**config.mk**
```make
export PLATFORM = sky130hd
export DESIGN_NAME = sdram_burst_write
export DESIGN_NICKNAME = d
export VERILOG_FILES = /design/src/rtl/sdram_burst_write.sv
export SDC_FILE = /design/constraint.sdc
export NUM_CORES = 1
export LEC_CHECK = 0
export BUFFER_PORTS_ARGS = -buffer_cell sky130_fd_sc_hd__buf_2
export CORE_MARGIN = 4
export CORE_UTILIZATION = 40
export CTS_CLUSTER_SIZE = 20
export DETAILED_ROUTE_END_ITERATION = 6
export PLACE_DENSITY = 0.59
export SLEW_MARGIN = 20
export SYNTH_ARGS = -nofsm -noshare
export SYNTH_HDL_FRONTEND = slang
export SYNTH_SLANG_ARGS = --single-unit
```
**constraint.sdc**
```tcl
create_clock -name clk -period 2.81 [get_ports clk]
set_input_delay 0.281 -clock clk [delete_from_list [all_inputs] [get_ports clk]]
set_output_delay 0.281 -clock clk [all_outputs]
set_load 0.01 [all_outputs]
```
**src/rtl/sdram_burst_write.sv**
```systemverilog
// -----------------------------------------------------------------------------
// sdram_burst_write
// Avalon-MM burst write master. Moves a burst of SDRAM_W-bit words from an
// on-chip producer to SDRAM starting at a given base address. A 2-entry FIFO
// decouples the producer valid/ready handshake from Avalon waitrequest.
//
// Ports
//   clk, rst_n              clock, asynchronous active-low reset
//   write_addr, write_cnt   burst base address / length (words), sampled on start
//   write_start             start pulse, honoured only when idle
//   busy, done              burst in progress / one-cycle completion pulse
//   in_valid, in_data       producer word and its valid
//   in_ready, in_idx        word accepted when valid && ready; index of next word
//   waitrequest             Avalon slave stall
//   write, address,         Avalon write master outputs
//   burstcount, writedata,
//   byteenable
// -----------------------------------------------------------------------------
module sdram_burst_write #(
    parameter int SDRAM_W = 128
) (
    input  logic                 clk,
    input  logic                 rst_n,
    input  logic [31:0]          write_addr,
    input  logic [10:0]          write_cnt,
    input  logic                 write_start,
    output logic                 busy,
    output logic                 done,
    input  logic                 in_valid,
    input  logic [SDRAM_W-1:0]   in_data,
    output logic                 in_ready,
    output logic [10:0]          in_idx,
    input  logic                 waitrequest,
    output logic                 write,
    output logic [31:0]          address,
    output logic [10:0]          burstcount,
    output logic [SDRAM_W-1:0]   writedata,
    output logic [SDRAM_W/8-1:0] byteenable
);

    typedef enum logic [1:0] {
        IDLE  = 2'd0,
        BURST = 2'd1,
        DONE  = 2'd2
    } state_t;

    state_t state, state_nxt;

    logic [31:0]        addr_ff;
    logic [10:0]        cnt_ff;
    logic [10:0]        idx_ff;
    logic [10:0]        beat_ff;

    logic [SDRAM_W-1:0] fifo_mem [2];
    logic               wr_ptr;
    logic               rd_ptr;
    logic [1:0]         fifo_cnt;

    logic               push;
    logic               pop;
    logic               start_burst;
    logic               last_beat;

    // Datapath handshakes and Avalon outputs. Everything is gated by state so
    // an asynchronous reset drops write/busy/in_ready without waiting for a clock.
    always_comb begin
        in_ready    = (state == BURST) && (fifo_cnt < 2'd2) && (idx_ff < cnt_ff);
        write       = (state == BURST) && (fifo_cnt != 2'd0);
        push        = in_valid && in_ready;
        pop         = write && !waitrequest;
        last_beat   = pop && (beat_ff == (cnt_ff - 11'd1));
        start_burst = (state == IDLE) && write_start && (write_cnt != 11'd0);

        busy        = (state == BURST);
        done        = (state == DONE);
        in_idx      = idx_ff;
        address     = (state == BURST) ? addr_ff : '0;
        burstcount  = (state == BURST) ? cnt_ff  : '0;
        writedata   = write ? fifo_mem[rd_ptr] : '0;
        byteenable  = write ? '1 : '0;
    end

    // Next-state logic
    always_comb begin
        state_nxt = state;
        case (state)
            IDLE: begin
                if (write_start) begin
                    // Zero-length request completes without any Avalon traffic.
                    state_nxt = (write_cnt != 11'd0) ? BURST : DONE;
                end
            end
            BURST: begin
                if (last_beat) begin
                    state_nxt = DONE;
                end
            end
            DONE: begin
                state_nxt = IDLE;
            end
            default: begin
                state_nxt = IDLE;
            end
        endcase
    end

    always_ff @(posedge clk or negedge rst_n) begin
        if (!rst_n) begin
            state <= IDLE;
        end else begin
            state <= state_nxt;
        end
    end

    // Burst parameters and counters
    always_ff @(posedge clk or negedge rst_n) begin
        if (!rst_n) begin
            addr_ff <= '0;
            cnt_ff  <= '0;
            idx_ff  <= '0;
            beat_ff <= '0;
        end else if (start_burst) begin
            addr_ff <= write_addr;
            cnt_ff  <= write_cnt;
            idx_ff  <= '0;
            beat_ff <= '0;
        end else begin
            if (push) begin
                idx_ff <= idx_ff + 11'd1;
            end
            if (pop) begin
                beat_ff <= beat_ff + 11'd1;
            end
        end
    end

    // 2-entry FIFO; simultaneous push and pop leave the occupancy unchanged.
    always_ff @(posedge clk or negedge rst_n) begin
        if (!rst_n) begin
            for (int unsigned i = 0; i < 2; i++) begin
                fifo_mem[i] <= '0;
            end
            wr_ptr   <= 1'b0;
            rd_ptr   <= 1'b0;
            fifo_cnt <= '0;
        end else if (start_burst) begin
            wr_ptr   <= 1'b0;
            rd_ptr   <= 1'b0;
            fifo_cnt <= '0;
        end else begin
            if (push) begin
                fifo_mem[wr_ptr] <= in_data;
                wr_ptr           <= ~wr_ptr;
            end
            if (pop) begin
                rd_ptr <= ~rd_ptr;
            end
            case ({push, pop})
                2'b10:   fifo_cnt <= fifo_cnt + 2'd1;
                2'b01:   fifo_cnt <= fifo_cnt - 2'd1;
                default: fifo_cnt <= fifo_cnt;
            endcase
        end
    end

endmodule
```
## Yosys cells after proc, flatten, opt, wreduce, memory -nomap -nowiden

Index checks and enable logic that the tools add are counted.

- Bitwise logic cells: 5
- Magnitude comparators: 5
- Reductions and logical operators: 18
- Mux-type cells: 24
- Add/sub/neg operators: 5
- Eq/ne operators: 7

Operators by type and width:

| operator | number |
|---|---|
| 2-to-1 mux 128 bit | 5 |
| bitwise mux 256 bit | 1 |
| demux 128 bit (select 1 bit) | 1 |
| 2-to-1 mux 11 bit | 5 |
| 2-to-1 mux 32 bit | 1 |
| adder 11 x 1 -> 11 bit, second input constant | 2 |
| 2-to-1 mux 16 bit | 1 |
| == test 11 bit | 1 |
| < comparator 11 bit | 1 |
| nonzero test 11 bit | 1 |
| subtractor 11 x 1 -> 11 bit, second input constant | 1 |
| logical AND 1 bit | 9 |
| 2-to-1 mux 2 bit | 4 |
| case mux 2 bit (2 select lines) | 2 |
| nonzero test 2 bit | 3 |
| == test 2 x 1 -> 1 bit, second input constant | 2 |
| == test 2 bit, second input constant | 2 |
| greater-or-equal comparator 2 bit, second input constant | 2 |
| 2-to-1 mux 1 bit | 4 |
| inverter 1 -> 2 bit | 2 |
| AND reduction 2 bit | 2 |
| inverter 1 bit | 3 |
| nonzero test 3 bit | 1 |
| adder 2 x 1 -> 2 bit, second input constant | 1 |
| other kinds (7) | 7 |

- Flip-flop bits (word level): 327
- Input port bits: 176
- Logic and storage cells: 74

## Logic depth before layout (Yosys ltp)

- Depth in word-level cells: 7
- Depth in mapped cells: 10
- Depth with buffers taken out: 8

## Worst setup path before layout

OpenSTA, ideal clock, no wires.

- Kind: register to register
- Start point: register idx_ff[10] (netlist: in_idx[10])
- End point: register fifo_mem[128] (netlist name)
- Library setup time: 125 ps
- Path buffers: 2
- Arrival: 2227 ps
- Cell stages (with the launch flop): 9
- Path slack: 458 ps
- Clock period less this slack: 2352 ps
- Cell sequence: dfrtp_1 -> ha_1 -> a2111oi_2 -> o221a_2 -> o211a_4 -> nand2b_2 -> buf_6 -> buf_6 -> mux2_4

- Cells in the longest elaborated chain, start to end: 4

RTL lines:

| item | RTL line | RTL |
|---|---|---|
| start: declaration | 51 | `logic [10:0] idx_ff;` |
| start signal: assignment | 129 | `idx_ff <= idx_ff + 11'd1;` |
| < comparator 11 bit | 67 | `in_ready = (state == BURST) && (fifo_cnt < 2'd2) && (idx_ff < cnt_ff);` |
| logical AND 1 bit | 67 |  |
| logical AND 1 bit | 69 | `push = in_valid && in_ready;` |
| AND reduction 2 bit (no source line) | - |  |
| end signal: indexed assignment | 152 | `fifo_mem[wr_ptr] <= in_data;` |
| end: declaration | 54 | `logic [SDRAM_W-1:0] fifo_mem [2];` |

No other way between the ends.
A chain may end at the register's enable or synchronous reset.

## Final worst setup path

- Start point: register cnt_ff[10]
- End point: register fifo_mem[73] (netlist name)

- Cells in the longest elaborated chain, start to end: 4

RTL lines:

| item | RTL line | RTL |
|---|---|---|
| start: declaration | 50 | `logic [10:0] cnt_ff;` |
| start signal: assignment | 124 | `cnt_ff <= write_cnt;` |
| < comparator 11 bit | 67 |  |
| logical AND 1 bit | 67 |  |
| logical AND 1 bit | 69 |  |
| AND reduction 2 bit (no source line) | - |  |

No other way between the ends.

==> flow_metrics.py <==
metrics = {
    "yosys": {
        "yosysTopAreaCellShare": 0.506,
        "avgSynthCellArea_um2": 12.6,
        "synth_nets": 1470,
        "synthFlopType": "dfrtp_1",
        "synth_top_cell_by_area": "dfrtp_1",
        "synth_common_cells": "dfrtp_1 (327), mux2_4 (208), nor2_1 (158)",
        "synth_edf_count": 0,
        "synth_cells": 1281,
        "ys_async_sr_fraction": 1.00,
        "synth.distinct_cells": 55,
        "synth_area_mm2": 0.0162,
        "yosysSeqAreaShare": 0.506,
        "synth_warnings": 0,
        "yosysMostFrequentCell": "dfrtp_1",
        "synth.area.top_cells": "dfrtp_1 (51%), mux2_4 (19%), mux2i_1 (8.1%), nor2_1 (3.7%), nand2_1 (3.0%)",
        "ys_seq_elements": 327,
    },
    "global_routing": {
        "grt_use_total": 0.193,
        "grt_pass1_vias": 12800,
        "grt_first_pass_wirelength_um": 69400,
        "grt.overflow.total": 0,
        "grt_max_degree": 86,
        "antenna_found_initial": 1,
    },
    "floorplanning": {
        "pin_count": 378,
        "row_count": 73,
        "die_x_um": 209,
        "die_area_mm2": 0.0437,
        "die_h_um": 209,
        "core-area_mm2": 0.0398,
        "start_util": 0.406,
    },
    "finish": {
        "finalCoreUtilization": 0.545,
        "drive_gt1_frac": 0.395,
        "design_area_mm2": 0.0217,
        "stdcell_count": 2380,
        "final_nets": 2016,
        "area_growth_syn_to_layout_pct": 34.2,
    },
    "sta": {
        "rsz0062_at_grt": "no",
        "fmax_mhz": 379,
        "final-max-slew-violation-count": 0,
        "setup-tns-final_ns": 0,
        "post-route-min-period_ns": 2.64,
        "clock_skew_ns": 0.0151,
        "setup_viol_count_final": 0,
        "finalHoldViolCount": 0,
        "relSlewSlack": 0.494,
        "tightest_slew_ns": 0.757,
        "post-route-period-util": 0.939,
    },
    "pwr": {
        "power.density_mw_per_mm2": 1250,
        "peakVddDrop_v": 0.000908,
        "p_leak_nw": 11.2,
        "p_total_mw": 27.2,
    },
    "route": {
        "drtIter0Drc": 491,
        "wl_met1_um": 18800,
        "wl_per_cell_um": 18.0,
        "ant_nets": 0,
        "vias": 11700,
        "drt_pre_antenna_iters": 4,
        "routed_wl_um": 42700,
        "drt_drc_violations_left": 0,
        "via_per_inst": 4.91,
        "wl_met2_um": 20800,
        "met3_wirelength_um": 1880,
        "routed.top_layer": "met4",
    },
    "worst_setup_path": {
        "cp-end-kind": "register",
        "start_kind": "register",
        "r2r-start": "cnt_ff[10]",
        "critPathKind": "reg2reg",
        "setup.worst_path.start": "cnt_ff[10]",
        "ff2ff_setup_slack_ns": 0.17,
        "cp.arrival_ns": 3.06,
        "cp.required_ns": 3.23,
        "worstPathMaxFanout": 29,
    },
    "placement": {
        "placed_area_mm2": 0.0187,
        "io_buffers": 377,
        "place_inst": 2138,
        "place_congestion": 0.804,
        "dp_hpwl_um": 28700,
    },
    "run_status": {
        "outcome": "completed",
    },
    "clock_network": {
        "h-tree-depth": 2,
        "cts.clk_slew.worst_paths_ns": 0.05,
        "cts-root-buf": "clkbuf_16",
        "clk-insertion-delay-late_ns": 0.54,
        "ctsResizeCount": 0,
        "numCtsBuffers": 38,
        "cts.sinks": 327,
        "cts_tree": "built",
        "cts_buffer_depth": 3,
    },
    "min_path": {
        "hold_path_class": "in2reg",
        "hold_start": "waitrequest",
    },
    "run": {
        "drv_cap": 0,
    },
}
[per-layer routing]
metal,GRT usage,up-vias
met5,0,-
met4,0.0707,0
met3,0.0356,84
met2,0.318,285
met1,0.256,5880
li1,-,5444
[layout by cell type (no fill, tap or decap), types with 11 or more instances in the layout]
cell	n
mux2i_1	131
buf_12	16
mux2_2	27
nor2_1	158
xor2_1	14
nand2_1	129
mux2_4	208
buf_4	32
mux2_1	21
clkbuf_16	39
and2_1	32
ha_1	13
inv_1	15
a21oi_1	11
dfrtp_1	326
dlygate4sd3_1	173
o21ai_0	16
buf_2	376
[critical path, cell delays in order, from the launching register on]
cell and delay [ns]:
dfrtp_1 0.38, inv_1 0.11, ha_1 0.28, a2111oi_2 0.37, o221a_2 0.28, o211a_4 0.25
nand2_8 0.12, buf_12 0.22, buf_12 0.19, mux2_4 0.29
[report_power, final]
group          switching, mW  total [mW]  internal, mW
Combinational           6.71        13.8          7.05
Clock                   1.95        4.99          3.03
Sequential              1.42        8.45          7.03
[path summary, 6_finish.rpt]
check,depth (start not counted),to
min,3,fifo_cnt[1]
max,9,fifo_mem[73]
min in group asynchronous,2,fifo_mem[112]
max in group asynchronous,3,fifo_mem[150]
max reg2reg,9,fifo_mem[73]
min reg2reg,2,addr_ff[15]
[layout make-up]
cell class,instances,area [µm²]
Inverter,15,56.3
Tap cell,525,657
Sequential cell,327,8190
Multi-Input combinational cell,847,7360
Clock buffer,57,1120
Fill cell,3476,18100
Antenna cell,1,2.50
Clock inverter,10,129
Timing Repair Buffer,598,4190
[registers in the layout, indices dropped and copies added, names as in the netlist]
register  count
state         2
rd_ptr        1
beat_ff      11
in_idx       11
fifo_cnt      2
cnt_ff       11
wr_ptr        1
addr_ff      32
fifo_mem    256
[what timing repair did]
| item | CTS | global route |
|---|---|---|
| pin swaps | 1 | 1 |
| setup endpoints to repair | 17 | 8 |
| hold buffers | 173 | 0 |
| cloned | 1 | 0 |
| endpoints found under the hold margin | 377 | 0 |
| buffers inserted | 0 | 0 |
[logic make-up (layout without fill, tap and decap cells)]
logic type | count (synthesis) | count (layout) | synth area share
xor+xnor | 24 | 24 | 0.0130
compound gates | 50 | 51 | 0.0207
other cells | 0 | 1 | 0
mux | 387 | 387 | 0.308
buf+inv | 108 | 680 | 0.0415
flops | 327 | 327 | 0.506
simple gates | 372 | 372 | 0.101
fa+ha+maj | 13 | 13 | 0.0101
[metrics by stage]
stage                     hold WS [ns]  worst slack (ns)
after global routing             0.126            0.0152
final                            0.118             0.170
after CTS                       0.0800             0.100
after global placement           0.342             0.222
after detailed placement         0.345             0.178
after floorplan                -0.0146             0.458
Note: power is estimated with default switching activity, not from simulation.
